## config.mk

```make
export PLATFORM = sky130hd
export DESIGN_NAME = ctrl_pipe_chain
export DESIGN_NICKNAME = d
export VERILOG_FILES = /design/src/rtl/ctrl_pipe_chain.sv
export SDC_FILE = /design/constraint.sdc
export NUM_CORES = 1
export LEC_CHECK = 0
export CAP_MARGIN = 30
export CORE_MARGIN = 2
export CORE_UTILIZATION = 45
export CTS_BUF_LIST = sky130_fd_sc_hd__clkbuf_4
export CTS_CLUSTER_DIAMETER = 200
export DETAILED_ROUTE_END_ITERATION = 6
export PLACE_DENSITY_LB_ADDON = 0.12
export REMOVE_ABC_BUFFERS = 1
export SYNTH_ARGS = -nofsm -noshare
export SYNTH_HDL_FRONTEND = slang
export SYNTH_SLANG_ARGS = --single-unit
```

## constraint.sdc

```tcl
create_clock -name clk -period 1.7 [get_ports clk]
set_clock_uncertainty 0.15 [all_clocks]
set_input_delay 0.34 -clock clk [delete_from_list [all_inputs] [get_ports clk]]
set_output_delay 0.34 -clock clk [all_outputs]
set_load 0.01 [all_outputs]
```

## src/rtl/ctrl_pipe_chain.sv

```systemverilog
`default_nettype none
// ============================================================================
//  Module      : ctrl_pipe_chain
//  Description : Carries decoded control bundles from decode through NSTAGE
//                pipeline stages (stage 0 = E, 1 = M, 2 = W, ...). Each stage
//                has its own valid bit, stall and flush. A bubble is inserted
//                behind any held stage. A small FSM keeps a multi-cycle op
//                (mult/div) in stage 0 for MC_LAT cycles.
//                Optional performance counters are enabled by defining the
//                macro CTRL_PIPE_PERF_EN.
//  Revision    : 1.0 - initial release
// ============================================================================
module ctrl_pipe_chain #(
    parameter int CTRL_W = 10,
    parameter int NSTAGE = 3,
    parameter int MC_LAT = 4,
    parameter int CNT_W  = 4
) (
    input  logic                     clk,
    input  logic                     rst,
    input  logic [CTRL_W-1:0]        ctrl_d,
    input  logic                     valid_d,
    input  logic                     mc_d,
    input  logic [NSTAGE-1:0]        stall,
    input  logic [NSTAGE-1:0]        flush,
    output logic [NSTAGE*CTRL_W-1:0] ctrl_q,
    output logic [NSTAGE-1:0]        valid_q,
    output logic                     stall_d,
    output logic                     mc_busy,
    output logic                     mc_done
`ifdef CTRL_PIPE_PERF_EN
    ,
    output logic [31:0]              perf_stall_cnt,
    output logic [31:0]              perf_bubble_cnt
`endif
);

    // ------------------------------------------------------------------------
    // Elaboration-time parameter sanity checks
    // ------------------------------------------------------------------------
    if (NSTAGE < 2) begin : g_badNstage
        $error("ctrl_pipe_chain: NSTAGE must be at least 2");
    end
    if (MC_LAT < 1) begin : g_badMcLat
        $error("ctrl_pipe_chain: MC_LAT must be at least 1");
    end
    if ((2 ** CNT_W) <= MC_LAT) begin : g_badCntW
        $error("ctrl_pipe_chain: CNT_W too narrow for MC_LAT");
    end

    // ------------------------------------------------------------------------
    // Internal signals
    // ------------------------------------------------------------------------
    logic [NSTAGE-1:0]             w_hold;      // stage k must keep its contents
    logic [NSTAGE-1:0]             w_bubble;    // stage k receives an empty slot
    logic                          w_load0;     // stage 0 accepts from decode
    logic [NSTAGE-1:0][CTRL_W-1:0] w_stageCtrl; // per-stage bundle, gathered
    logic [NSTAGE-1:0]             w_stageValid;
    logic                          w_mcBusy;

    // Hold is the OR of the own stall and every downstream stall, so a stall
    // anywhere freezes everything upstream of it; a busy multi-cycle op also
    // pins stage 0.
    always_comb begin
        w_hold = '0;
        for (int k = 0; k < NSTAGE; k++) begin
            w_hold[k] = (|(stall >> k)) | ((k == 0) & w_mcBusy);
        end
    end

    assign w_load0 = ~flush[0] & ~w_hold[0];
    assign stall_d = w_hold[0];
    assign mc_busy = w_mcBusy;

    // ------------------------------------------------------------------------
    // Stage registers
    // ------------------------------------------------------------------------
    for (genvar k = 0; k < NSTAGE; k++) begin : g_stage
        logic [CTRL_W-1:0] r_ctrl;
        logic              r_valid;

        if (k == 0) begin : g_head
            assign w_bubble[k] = 1'b0;

            // Stage 0: flush clears, hold keeps, otherwise take decode bundle
            always_ff @(posedge clk) begin
                if (rst) begin
                    r_ctrl  <= '0;
                    r_valid <= 1'b0;
                end else if (flush[k]) begin
                    r_ctrl  <= '0;
                    r_valid <= 1'b0;
                end else if (w_load0) begin
                    r_ctrl  <= ctrl_d;
                    r_valid <= valid_d;
                end
            end
        end else begin : g_body
            // Upstream is frozen but this stage is free to advance: empty slot
            assign w_bubble[k] = ~flush[k] & ~w_hold[k] & w_hold[k-1];

            // Stage k>0: flush clears, hold keeps, bubble clears, else advance
            always_ff @(posedge clk) begin
                if (rst) begin
                    r_ctrl  <= '0;
                    r_valid <= 1'b0;
                end else if (flush[k]) begin
                    r_ctrl  <= '0;
                    r_valid <= 1'b0;
                end else if (w_hold[k]) begin
                    r_ctrl  <= r_ctrl;
                    r_valid <= r_valid;
                end else if (w_bubble[k]) begin
                    r_ctrl  <= '0;
                    r_valid <= 1'b0;
                end else begin
                    r_ctrl  <= w_stageCtrl[k-1];
                    r_valid <= w_stageValid[k-1];
                end
            end
        end

        assign w_stageCtrl[k]                = r_ctrl;
        assign w_stageValid[k]               = r_valid;
        assign ctrl_q[k*CTRL_W +: CTRL_W]    = r_ctrl;
        assign valid_q[k]                    = r_valid;
    end

    // ------------------------------------------------------------------------
    // Multi-cycle op FSM
    // ------------------------------------------------------------------------
    if (MC_LAT > 1) begin : g_mcFsm
        typedef enum logic [0:0] {
            ST_IDLE = 1'b0,
            ST_RUN  = 1'b1
        } mcState_t;

        // Entering RUN already consumes one cycle of the op (the load cycle),
        // and count==0 marks the final busy cycle, hence MC_LAT-2.
        localparam logic [CNT_W-1:0] c_cntInit = CNT_W'(MC_LAT - 2);

        mcState_t         r_state;
        logic [CNT_W-1:0] r_count;

        // Start on a multi-cycle load into stage 0, count down while running;
        // flush of stage 0 aborts the op. Counting ignores downstream stalls.
        always_ff @(posedge clk) begin
            if (rst) begin
                r_state <= ST_IDLE;
                r_count <= '0;
            end else begin
                case (r_state)
                    ST_IDLE: begin
                        if (w_load0 & valid_d & mc_d) begin
                            r_state <= ST_RUN;
                            r_count <= c_cntInit;
                        end
                    end
                    ST_RUN: begin
                        if (flush[0]) begin
                            r_state <= ST_IDLE;
                            r_count <= '0;
                        end else if (r_count == '0) begin
                            r_state <= ST_IDLE;
                        end else begin
                            r_count <= r_count - 1'b1;
                        end
                    end
                    default: begin
                        r_state <= ST_IDLE;
                        r_count <= '0;
                    end
                endcase
            end
        end

        assign w_mcBusy = (r_state == ST_RUN);
        assign mc_done  = (r_state == ST_RUN) & (r_count == '0);
    end else begin : g_noMc
        assign w_mcBusy = 1'b0;
        assign mc_done  = 1'b0;
    end

`ifdef CTRL_PIPE_PERF_EN
    // ------------------------------------------------------------------------
    // Performance counters
    // ------------------------------------------------------------------------
    // Cycles spent holding decode, and cycles where any bubble is inserted
    always_ff @(posedge clk) begin
        if (rst) begin
            perf_stall_cnt  <= '0;
            perf_bubble_cnt <= '0;
        end else begin
            if (w_hold[0]) begin
                perf_stall_cnt <= perf_stall_cnt + 32'd1;
            end
            if (|w_bubble) begin
                perf_bubble_cnt <= perf_bubble_cnt + 32'd1;
            end
        end
    end
`endif

endmodule
`default_nettype wire

```

# --- Word-level counts from Yosys, hierarchy flattened ---
# Index checks and enable logic that the tools add are counted.
word_totals:
  register_bits: 38
  output_inout_bits: 36
  elab_cells: 46
op_classes:
  n_reduce_logical: 7
  bitwise_logic: 16
  eq_ne: 2
  mux: 12
  n_addsub: 1
op_table:
  columns: ["cell", "n"]
  rows:
  - ["10-bit 2-to-1 mux", 2]
  - ["4-bit 2-to-1 mux", 3]
  - ["1-bit bitwise AND", 8]
  - ["4-bit one-hot mux with 2 select lines", 1]
  - ["2-bit OR reduction", 4]
  - ["1-bit inverter", 7]
  - ["1-bit 2-to-1 mux", 5]
  - ["4-bit zero test", 1]
  - ["4-bit by 1-bit subtractor with 4-bit output, second input constant", 1]
  - ["3-bit inequality test, second input constant", 1]
  - ["3-bit OR reduction", 1]
  - ["2-bit inequality test, second input constant", 1]
  - ["1-bit one-hot mux with 2 select lines", 1]
  - ["2-bit AND reduction", 1]
  - ["1-bit bitwise OR", 1]

# --- Longest topological paths before layout ---
logic_depth:
  ltp_word: 8
  mapped_depth: 6
  ltp_nobuf: 6

# --- Worst setup path after synthesis ---
# No wires, ideal clock.
synth_timing:
  kind: "flip-flop to output port"
  startpoint: "register g_mcFsm.r_state, in the netlist mc_busy"
  endpoint: "output stall_d"
  setup_slack_ns: 0.255
  t_required_ns: 1.210
  stages_incl_launch_ff: 4
  path_buffers: 1
  arrival_ns: 0.955
  cell_sequence: "dfxtp_1 > nor4_4 > inv_2 > buf_2"
synth_between:
  elab_chain_cells: 1
synth_lines:
  columns: ["element", "line", "rtl"]
  rows:
  - ["start, declared", "142", "mcState_t r_state;"]
  - ["start signal, assigned", "149", "r_state <= ST_IDLE;"]
  - ["start signal, assigned", "155", "r_state <= ST_RUN;"]
  - ["start signal, assigned", "161", "r_state <= ST_IDLE;"]
  - ["1-bit bitwise OR", "67", "w_hold[k] = (|(stall >> k)) | ((k == 0) & w_mcBusy);"]
  - ["end, declared", "28", "output logic stall_d,"]
# No other way between the ends.

# --- Worst setup path in the final report ---
layout_timing:
  startpoint: "register g_mcFsm.r_count[1]"
  endpoint: "output mc_done"
layout_between:
  elab_chain_cells: 2
layout_lines:
  columns: ["element", "line", "rtl"]
  rows:
  - ["start, declared", "143", "logic [CNT_W-1:0] r_count;"]
  - ["start signal, assigned", "156", "r_count <= c_cntInit;"]
  - ["start signal, assigned", "166", "r_count <= r_count - 1'b1;"]
  - ["4-bit zero test", "178", "assign mc_done = (r_state == ST_RUN) & (r_count == '0);"]
  - ["1-bit bitwise AND", "178", null]
  - ["end, declared", "30", "output logic mc_done"]
# No other way between the ends.

==> out/qor.yml <==
status: "finished with violations"
violations: "setup timing"
synth_top_area_frac: 0.508
cp_num_buf_inv: 3
layout-drive-gt1-share: 0.181
yosys_warnings: 0
antenna_found_initial: 0
die_w_um: 61.7
start_kind: "flop"
gr-usage-all-layers: 0.226
fillers: 267
insertion_delay_ns: 0.33
crit_required_ns: 1.21
cp.arrival_ns: 1.27
gp_congestion: 0.796
setup_slack_ns: -0.0640
worst_pin_slew_ns: 0.368
power_mw: 1.49
p_leak_nw: 0.954
fmax_mhz: 567
synth_cell_type_count: 27
numCtsBuffers: 5
pre_cts_slack_ns: -0.526
min_to: "g_stage[1].r_ctrl[3]"
crit_cells: 5
ys_seq_area_frac: 0.508
max_stage_delay_ns: 0.34
fin_nets: 270
synth_area_leader_cell: "dfxtp_1"
synthCells: 177
hold_path.class: "reg2reg"
cts_hold_buf: 0
vias: 1504
synth_edf_count: 0
dp_hpwl_mm: 2.97
fp.dieH_um: 61.7
vias_per_cell: 5.13
worstPathCellList: "inv_2 > ha_4 > nand4bb_1 > inv_1 > buf_2"
async_flop_share: 0
cts_tree: "yes"
n_antenna_cell: 0
cpMaxStageDelayCell: "dfxtp_2"
cpLargestDelayFamily: "flip-flops"
avgSynthCellArea_um2: 8.47
finalCritPeriodShare: 1.04
crit_type: "reg2out"
synth_area_leaders: "dfxtp_1, a21oi_1, nand2_1"
cts-root-buf: "clkbuf_4"
min_period_ns: 1.76
ant_nets: 0
r2r_slack_ns: 0.16
holdPathStages: 2
reg2reg_from: "g_mcFsm.r_count[1]"
r2r-end: "g_mcFsm.r_count[0]"
h-tree-depth: 2
rsz0062_at_grt: "true"
power_density_nw_per_um2: 666
wirelength_mm: 3.80
slew_violations: 0
hold_start: "g_stage[1].r_ctrl[3]"
setup_viol: 1
grt_pass1_wl_mm: 6.41
area_growth_pct: 49.1
clock-sinks: 38
grt_pass1_vias: 1430
clk_path_buf_depth: 2
wl_per_cell_um: 13.0
grt_overflow: 0
cp_max_fo: 2
pin_count: 56
synth-main-ff-cell: "dfxtp_1"
initial_core_util: 0.483
dieArea_um2: 3810
finalSetupTns_ns: -0.0640
syn_area_um2: 1500
initialDrtViolationCount: 105
synth-seq-cells: 38
maxCapViolCount: 0
relSlewSlack: 0.755
r2r_cells: 6
first_pass_iters: 4
clkTransAtPathRegs_ns: 0.11
portBuffers: 55
core_area_um2: 3100
rows: 20
grt_max_degree: 16
vdd_drop_max_uv: 422
report.final.hold_viol_count: 0
drc: 0
cp-end-kind: "output port"
==> power breakdown <==
| part | internal, mW | leakage (nW) | switching [mW] |
|---|---|---|---|
| sequential | 0.894 | 0.310 | 0.00451 |
| combinational | 0.0744 | 0.612 | 0.0691 |
| clock | 0.172 | 0.0331 | 0.276 |
==> worst max-delay path by stage <==
stage | from | to | slack (ns)
2_1_floorplan | mc_busy | g_mcFsm.r_count[1] | 0.007
3_5_place_dp | stall[2] | stall_d | -0.53
5_1_grt | g_mcFsm.r_count[1] | mc_done | -0.14
4_1_cts | mc_busy | stall_d | -0.06
3_3_place_gp | stall[2] | stall_d | -0.56
6_report | g_mcFsm.r_count[1] | mc_done | -0.06
==> final cells by class <==
| cell class | instances | area, um2 | area share |
|---|---|---|---|
| multi-input combinational | 121 | 669 | 0.300 |
| clock inverter | 2 | 8.76 | 0.00392 |
| sequential | 38 | 771 | 0.345 |
| tap | 44 | 55.1 | 0.0246 |
| inverter | 5 | 18.8 | 0.00840 |
| clock buffer | 6 | 45.0 | 0.0202 |
| timing repair buffer | 77 | 667 | 0.298 |
==> logic make-up (layout without fill, tap and decap cells) <==
kind of cell    Yosys count  count (layout)  share of synthesized area
compound gates           46              46                      0.188
simple gates             73              73                      0.230
flops                    38              38                      0.508
buf+inv                  18              90                     0.0576
fa+ha+maj                 2               2                     0.0167
==> cells in the final DEF, fill, tap and decap left out, types with 2 or more instances in the layout <==
master,count
dlygate4sd2_1,36
nand2_1,33
dfxtp_1,32
a21oi_1,25
buf_4,22
nor2_1,16
clkdlybuf4s50_1,16
nand3_1,12
a22oi_1,11
clkbuf_4,6
dfxtp_2,5
inv_2,3
nand3b_1,3
inv_1,2
or2_1,2
or2_2,2
o211ai_1,2
a31oi_1,2
o21a_1,2
==> worst min-delay path: stages, from the launching register on <==
cell,delay (ns)
dfxtp_1,0.33
nand2_1,0.06
a21oi_1,0.05
==> layer usage <==
metal	vias to the layer above	track usage	wire [um]
li1	746	-	-
met1	701	0.279	1620
met2	53	0.388	1940
met3	4	0.0559	208
met4	0	0.0729	38
met5	-	0	0
==> sequential cells by signal, indices dropped and copies added, names as in the netlist <==
| signal | flops |
|---|---|
| g_stage.r_valid | 3 |
| g_mcFsm.r_count | 4 |
| mc_busy | 1 |
| g_stage.r_ctrl | 30 |
==> cells in the mapped netlist, drive strengths merged, types with 2 or more instances <==
library cell  count
inv               5
nand2            33
o21a              2
ha                2
buf               9
nand3            12
nor2             16
nand3b            3
clkbuf            4
a21oi            25
a31oi             2
dfxtp            38
or2               4
a22oi            11
o211ai            2
==> per-stage QoR <==
stage / hold WS [ns] / cell area (um2) / std cells / util
4_1_cts: 0.331 / 2230 / 293 / 0.720
2_1_floorplan: 0.259 / 1430 / 164 / -
5_1_grt: 0.353 / 2230 / 293 / 0.720
3_5_place_dp: 0.319 / 2170 / 281 / 0.700
6_report: 0.330 / 2230 / 293 / 0.720
3_3_place_gp: 0.314 / 2170 / 281 / 0.700
==> timing repair <==
item / in CTS / in global routing
hold endpoints to repair: 0 / 0
cloned: 0 / 0
endpoints found under the setup margin: 37 / 4
resized for setup: 58 / 1
buffers inserted: 4 / 2
pin swaps: 4 / 3
No activity file was read; power rests on OpenSTA's default activity.
